`src/rtl/id_ex_pipe_reg.sv`:
```
// ---------------------------------------------------------------------------
// id_ex_pipe_reg
//
// ID -> EX pipeline register for the RV32I 5-stage core. Carries the source
// and destination register indices, write-enable / load control bits and an
// opaque payload (immediate, PC, ...) from decode into execute.
//
// Besides plain staging it:
//   - tracks a valid bit for the instruction held in EX,
//   - remembers a flush that arrives while the stage is stalled and turns it
//     into a bubble on the first unstalled edge,
//   - never propagates a write to x0,
//   - flags load-use hazards combinationally for the hazard unit,
//   - counts (saturating) the cycles a valid instruction sat stalled in EX.
//
// Ports
//   clk                clock, all state changes on the rising edge
//   rst_n              synchronous active-low reset
//   stall_i            hold EX contents this edge
//   flush_i            kill the instruction entering EX
//   id_valid_i         ID holds a real instruction
//   id_src_i           NUM_SRC packed source indices, field k at [k*REG_AW +: REG_AW]
//   id_dest_i          destination index
//   id_we_i            instruction writes the register file
//   id_is_load_i       instruction is a load
//   id_payload_i       opaque payload
//   ex_*_o             registered EX copies of the ID fields
//   load_use_hazard_o  combinational load-use hazard
//   flush_pending_o    a flush was seen during a stall and is not yet consumed
//   stall_cnt_o        saturating count of stalled cycles with a valid EX
//
// Control semantics (one rule, applied every rising edge, highest first):
//   reset  : every register and the pending flag go to 0
//   stall  : EX registers hold; a flush seen now is latched as pending
//   flush  : (flush_i or pending) -> EX loads all-zero bubble, pending clears
//   load   : EX captures the ID fields
// There is no backpressure beyond stall_i: when stall_i is low the stage
// always advances.
// ---------------------------------------------------------------------------
module id_ex_pipe_reg #(
    parameter int REG_AW  = 5,
    parameter int NUM_SRC = 2,
    parameter int DATA_W  = 64,
    parameter int CNT_W   = 16
) (
    input  logic                      clk,
    input  logic                      rst_n,
    input  logic                      stall_i,
    input  logic                      flush_i,
    input  logic                      id_valid_i,
    input  logic [NUM_SRC*REG_AW-1:0] id_src_i,
    input  logic [REG_AW-1:0]         id_dest_i,
    input  logic                      id_we_i,
    input  logic                      id_is_load_i,
    input  logic [DATA_W-1:0]         id_payload_i,
    output logic                      ex_valid_o,
    output logic [NUM_SRC*REG_AW-1:0] ex_src_o,
    output logic [REG_AW-1:0]         ex_dest_o,
    output logic                      ex_we_o,
    output logic                      ex_is_load_o,
    output logic [DATA_W-1:0]         ex_payload_o,
    output logic                      load_use_hazard_o,
    output logic                      flush_pending_o,
    output logic [CNT_W-1:0]          stall_cnt_o
);

    localparam int SRC_W = NUM_SRC * REG_AW;

    // A pending flush is honoured exactly like a fresh one, and both together
    // still only produce a single bubble.
    logic do_flush;
    assign do_flush = flush_i | flush_pending_o;

    // x0 is hard-wired zero, so a write to it is dropped here rather than
    // letting forwarding logic downstream see a bogus producer.
    logic dest_nonzero;
    assign dest_nonzero = (id_dest_i != '0);

    // -----------------------------------------------------------------------
    // EX staging registers and pending-flush flag
    // -----------------------------------------------------------------------
    always_ff @(posedge clk) begin
        if (!rst_n) begin
            ex_valid_o      <= 1'b0;
            ex_src_o        <= '0;
            ex_dest_o       <= '0;
            ex_we_o         <= 1'b0;
            ex_is_load_o    <= 1'b0;
            ex_payload_o    <= '0;
            flush_pending_o <= 1'b0;
        end else if (stall_i) begin
            // Contents hold; only remember a flush so it is not lost.
            if (flush_i) begin
                flush_pending_o <= 1'b1;
            end
        end else if (do_flush) begin
            ex_valid_o      <= 1'b0;
            ex_src_o        <= '0;
            ex_dest_o       <= '0;
            ex_we_o         <= 1'b0;
            ex_is_load_o    <= 1'b0;
            ex_payload_o    <= '0;
            flush_pending_o <= 1'b0;
        end else begin
            ex_valid_o   <= id_valid_i;
            ex_src_o     <= id_src_i;
            ex_dest_o    <= id_dest_i;
            ex_we_o      <= id_we_i & id_valid_i & dest_nonzero;
            ex_is_load_o <= id_is_load_i & id_valid_i;
            ex_payload_o <= id_payload_i;
        end
    end

    // -----------------------------------------------------------------------
    // Stall counter: counts edges where a real instruction is held in EX.
    // Saturates so a long stall can never read back as a small number.
    // -----------------------------------------------------------------------
    logic cnt_at_max;
    assign cnt_at_max = (stall_cnt_o == {CNT_W{1'b1}});

    always_ff @(posedge clk) begin
        if (!rst_n) begin
            stall_cnt_o <= '0;
        end else if (stall_i && ex_valid_o && !cnt_at_max) begin
            stall_cnt_o <= stall_cnt_o + CNT_W'(1);
        end
    end

    // -----------------------------------------------------------------------
    // Load-use hazard: the load in EX produces its value too late for the
    // instruction in ID if any of that instruction's sources name it.
    // Deliberately not gated by stall_i so the hazard unit sees it while it
    // is holding the pipeline.
    // -----------------------------------------------------------------------
    logic [NUM_SRC-1:0] src_match;

    always_comb begin
        src_match = '0;
        for (int k = 0; k < NUM_SRC; k++) begin
            src_match[k] = (id_src_i[k*REG_AW +: REG_AW] == ex_dest_o);
        end
    end

    logic ex_is_producing_load;
    assign ex_is_producing_load = ex_valid_o & ex_is_load_o & ex_we_o;

    assign load_use_hazard_o = ex_is_producing_load & id_valid_i & (|src_match);

    // Unused-width guard: keeps SRC_W referenced for readers of the packing.
    logic [SRC_W-1:0] src_width_ref;
    assign src_width_ref = ex_src_o;
    logic unused_ok;
    assign unused_ok = &{1'b0, src_width_ref};

endmodule

```
`config.mk`:
```
export PLATFORM = sky130hd
export DESIGN_NAME = id_ex_pipe_reg
export DESIGN_NICKNAME = d
export VERILOG_FILES = /design/src/rtl/id_ex_pipe_reg.sv
export SDC_FILE = /design/constraint.sdc
export NUM_CORES = 1
export LEC_CHECK = 0
export ABC_CLOCK_PERIOD_IN_PS = 3270
export CAP_MARGIN = 20
export CORE_UTILIZATION = 40
export CTS_CLUSTER_DIAMETER = 40
export DETAILED_ROUTE_END_ITERATION = 8
export DONT_BUFFER_PORTS = 1
export SYNTH_ARGS = -nofsm -noshare
export SYNTH_HDL_FRONTEND = slang
export SYNTH_SLANG_ARGS = --single-unit
```
`constraint.sdc`:
```
create_clock -name clk -period 3.27 [get_ports clk]
set_input_delay 0.654 -clock clk [delete_from_list [all_inputs] [get_ports clk]]
set_output_delay 0.654 -clock clk [all_outputs]
set_load 0.01 [all_outputs]
```
# --- Word-level counts from Yosys, hierarchy flattened ---
# Index checks and enable logic that the tools add are counted.
word_totals:
  word_cells: 37
  ff_bits: 99
classes:
  n_eq_ne: 4
  n_reduce_logical: 7
  n_addsub: 1
  mux: 9
  bitwise_logic: 8
op_table:
  columns: ["cell", "count"]
  rows:
  - ["$mux W64", 1]
  - ["$add A16 B1 Y16 const B", 1]
  - ["$eq A16 B16 Y1 const B", 1]
  - ["$eq A5 B5 Y1", 2]
  - ["$mux W10", 1]
  - ["$and A1 B1 Y1", 7]
  - ["$mux W1", 6]
  - ["$mux W5", 1]
  - ["$reduce_bool A5 Y1", 1]
  - ["$logic_and A1 B1 Y1", 2]
  - ["$ne A2 B1 Y1 const B", 1]
  - ["$reduce_and A2 Y1", 1]
  - ["$reduce_bool A2 Y1", 1]
  - ["$reduce_or A2 Y1", 1]
  - ["$logic_not A1 Y1", 1]
  - ["$or A1 B1 Y1", 1]

# --- Depth between registers and ports, before layout ---
logic_depth:
  word_depth: 4
  depth_mapped: 6
  mapped_depth_nobuf: 5

# --- Worst setup path before layout ---
# OpenSTA, ideal clock, no wires.
synth_path:
  kind: "input-to-output"
  start: "in id_src_i[1]"
  end: "out load_use_hazard_o"
  arrival_time_ns: 1.269
  slack_ns: 1.347
  n_path_buf: 0
  stages: 4
  path_cell_list: "xor2_1 nor3_1 nand3_1 a21oi_1"
synth_between:
  elab_chain_len: 3
synth_lines:
  columns: ["item", "line", "text"]
  rows:
  - ["start, declared", "51", "input logic [NUM_SRC*REG_AW-1:0] id_src_i,"]
  - ["$eq A5 B5 Y1", "140", "src_match[k] = (id_src_i[k*REG_AW +: REG_AW] == ex_dest_o);"]
  - ["$reduce_or A2 Y1", "147", "assign load_use_hazard_o = ex_is_producing_load & id_valid_i & (|src_match);"]
  - ["$and A1 B1 Y1", "147", null]
  - ["end, declared", "62", "output logic load_use_hazard_o,"]
# No other way between the ends.

# --- Worst setup path after layout ---
layout_path:
  start: "reg ex_dest_o[0]"
  end: "out load_use_hazard_o"
layout_between:
  elab_chain_len: 3
  word_cells_on_any_way: 4
  cone_classes: "eq/ne (2); bitwise (1); reduce/logical (1)"
layout_lines:
  columns: ["item", "line", "text"]
  rows:
  - ["start, declared", "58", "output logic [REG_AW-1:0] ex_dest_o,"]
  - ["start signal, assigned", "107", "ex_dest_o <= id_dest_i;"]
  - ["$eq A5 B5 Y1", "140", null]
  - ["$reduce_or A2 Y1 *", "147", null]
  - ["$and A1 B1 Y1 *", "147", null]
# Mark *: on every way between the ends. The rest lies on a longest branch, timed or not.

==> impl_metrics.ini <==
[status]
outcome = complete, no violations

[clock_network]
clk_root_buffer_cell = clkbuf_8
cts_tree = built
cts_max_path_buffers = 2
hold_buffers = 0
ctsResizeCount = 0
worstSkewPairLatency_ns = 0.34
cts.repair_timing.setup_buffer_count = 0
cts_htree_levels = 3
cts.reportedPaths.clkPinSlew_ns = 0.09
tritoncts.num_buffers = 9
clock_sinks = 99

[synthesis]
synth_area_um2 = 3470
average_cell_area_after_synthesis_um2 = 11.5
synthesis.instances = 303
dominant_cells_by_area_after_synthesis = dfxtp_1 (57%), a22o_1 (20%), xor2_1 (1.8%), clkbuf_1 (1.7%), xnor2_1 (1.3%)
synth_top_cell_by_area = dfxtp_1
ys_seq_area_share_pct = 57.1
synth.distinct_cells = 41
synth_fp_nets = 390
synthesis.yosys.warnings = 0
total_of_flip_flops_plus_latches_after_synthesis = 99
synth_top_area_share_pct = 57.1

[routing]
postRouteAntennaNets = 0
initialDrtViolationCount = 51
via_count = 2405
finalWirelength_um = 7830
detailedRoute.firstPassIterationCount = 4
drt_drc_violations_left = 0
routedWlPerCell_um = 19.2
detail_route.vias_per_cell = 5.89

[placement]
buffer_ports.inserted = 0
place.gp.congestion = 0.704
dpl.hpwl_um = 5620
dpl.cell_count = 392

[grt]
first_global_vias = 2267
largest_net_degree_at_the_start_of_global_routing = 50
globalRoute.busiestLayer = met2
antenna_violations_before_repair = 0
gr-total-overflow = 0
grt_pass1_wl_um = 11300
use_met2_pct = 27.0
met1_usage_pct = 18.6
grt_use_met3_pct = 6.30
globalRouteTotalUtil_pct = 16.1

[floorplan]
fp.dieW_um = 95.2
initial_core_util_pct = 41.9
floorplan.core_area_um2 = 8300
rows = 33
floorplan.die_area_um2 = 9060
count_of_boundary_i_o_pins = 186
die-height_um = 95.2

[power]
p_leak_nw = 1.42
vdd_drop_max_v = 0.000271
power_per_cell_area_nw_per_um2 = 567

[sta]
fin_crit_sh_pct = 66.1
period_needed_ns = 2.16
drv_slew = 0
final.setup_skew_ns = 0.0121
tns_ns = 0
setup_violations = 0
worst_slew_margin_rel_pct = 53.3
grt_setup_unrepaired = no
final-hold-violation-count = 0
timing_worst_slew_pin_value_ns = 0.697
max_freq_mhz = 463

[critical_path]
worstPathRequired_ns = 2.62
worst-setup-path-type = flop to output port
timing.rr.start = stall_cnt_o[0]
crit_fanout = 4
critPathArrivalTime_ns = 1.51
worstSetupEndpointType = output port
startpoint_kind_of_the_worst_setup_timing_path = flop
beginning_of_the_critical_path = ex_dest_o[0]

[run]
total_of_max_cap_violations = 0

[finish]
final_layout_size_suffix_gt1_share_pct = 8.58
stdcell_count = 408
syn_to_final_growth_pct = 8.32
nets = 385
antenna-diode-count = 0

[hold_path]
timing.hold.worst.start = flush_i
min_path_type = primary input to flop
stage by stage:
stage / hold WS [ns] / power [mW] / area, um2 / util, % / worst slack [ns]
floorplan: 0.479 / 1.38 / 3470 / - / 1.35
CTS: 0.396 / 2.16 / 3760 / 45.3 / 1.09
detailed placement: 0.516 / 1.40 / 3570 / 43.0 / 1.20
finish: 0.421 / 2.13 / 3760 / 45.3 / 1.11
global placement: 0.504 / 1.40 / 3570 / 43.0 / 1.28
global route: 0.392 / 2.23 / 3760 / 45.3 / 1.01
synthesized netlist by cell type, drive strengths merged:
library cell and number:
ha 1, and4 2, o311a 1, clkinv 1, o311ai 1, o31ai 2, or4 2, o2111ai 2
and2 4, o21ai 7, nor2 4, nand3 7, nand4 5, o211ai 2, o41ai 2, nor4b 1
xor2 7, clkbuf 16, xnor2 5, a32o 1, buf 4, nand2b 3, nor4 4, a21oi 7
o21bai 1, and3 3, o31a 2, nor3 6, dfxtp 99, inv 2, or3 5, mux2i 2
o21a 3, a22o 79, nand2 10
kinds of logic (layout without fill, tap and decap cells):
| kind of cell | after synthesis | in the layout | share of synthesized area (%) |
|---|---|---|---|
| xor+xnor | 12 | 12 | 3.03 |
| simple gates | 56 | 56 | 9.69 |
| mux | 2 | 2 | 0.576 |
| fa+ha+maj | 1 | 1 | 0.360 |
| compound gates | 110 | 110 | 26.5 |
| buf+inv | 23 | 23 | 2.74 |
| flops | 99 | 99 | 57.1 |
layout by cell type, fill, tap and decap left out, types with 3 or more instances in the layout:
master    instances
dfxtp_1          99
nand3_1           7
nor3_1            6
or3_1             5
o21ai_1           5
a22o_1           79
nand2b_1          3
and3_1            3
nor2_1            4
clkbuf_8         11
nor4_1            4
a21oi_1           7
buf_4             3
nand2_1          10
xnor2_1           5
xor2_1            7
o21a_1            3
where the power goes:
| part | internal [mW] | switching [mW] |
|---|---|---|
| Sequential | 1.24 | 0.0480 |
| Combinational | 0.0392 | 0.0433 |
| Clock | 0.330 | 0.428 |
| Total | 1.61 | 0.519 |
metal layers:
| metal | vias up | part of all wire, % | routed length, um |
|---|---|---|---|
| met4 | 0 | 0.96 | 75 |
| met5 | - | 0 | 0 |
| met2 | 111 | 49 | 3840 |
| met1 | 1138 | 40 | 3120 |
| met3 | 5 | 10 | 800 |
| li1 | 1151 | - | - |
final timing paths:
path / to / slack (ns) / cells after the start
worst min register to register: ex_we_o / 0.53 / 2
worst min-delay path: flush_pending_o / 0.42 / 1
worst max-delay path: load_use_hazard_o / 1.11 / 4
worst max register to register: stall_cnt_o[3] / 1.20 / 5
critical path, stage by stage (launching register included):
cell	delay, ns
dfxtp_1	0.50
xor2_1	0.12
nor3_1	0.20
nand3_1	0.09
a21oi_1	0.28
area by class of cell:
cell class / count / area (um2)
clock buffers: 11 / 151
clock inverters: 5 / 45.0
fillers: 787 / 4540
inverters: 3 / 11.3
multi-input cells: 181 / 1400
flip-flops and latches: 99 / 1980
well taps: 105 / 131
repair buffers: 4 / 42.5
flip-flops by register name, indices dropped and copies added (netlist names):
register	count
ex_dest_o	5
ex_we_o	1
ex_src_o	10
ex_is_load_o	1
stall_cnt_o	16
ex_payload_o	64
flush_pending_o	1
ex_valid_o	1
Power figures use the tool's default switching activity.
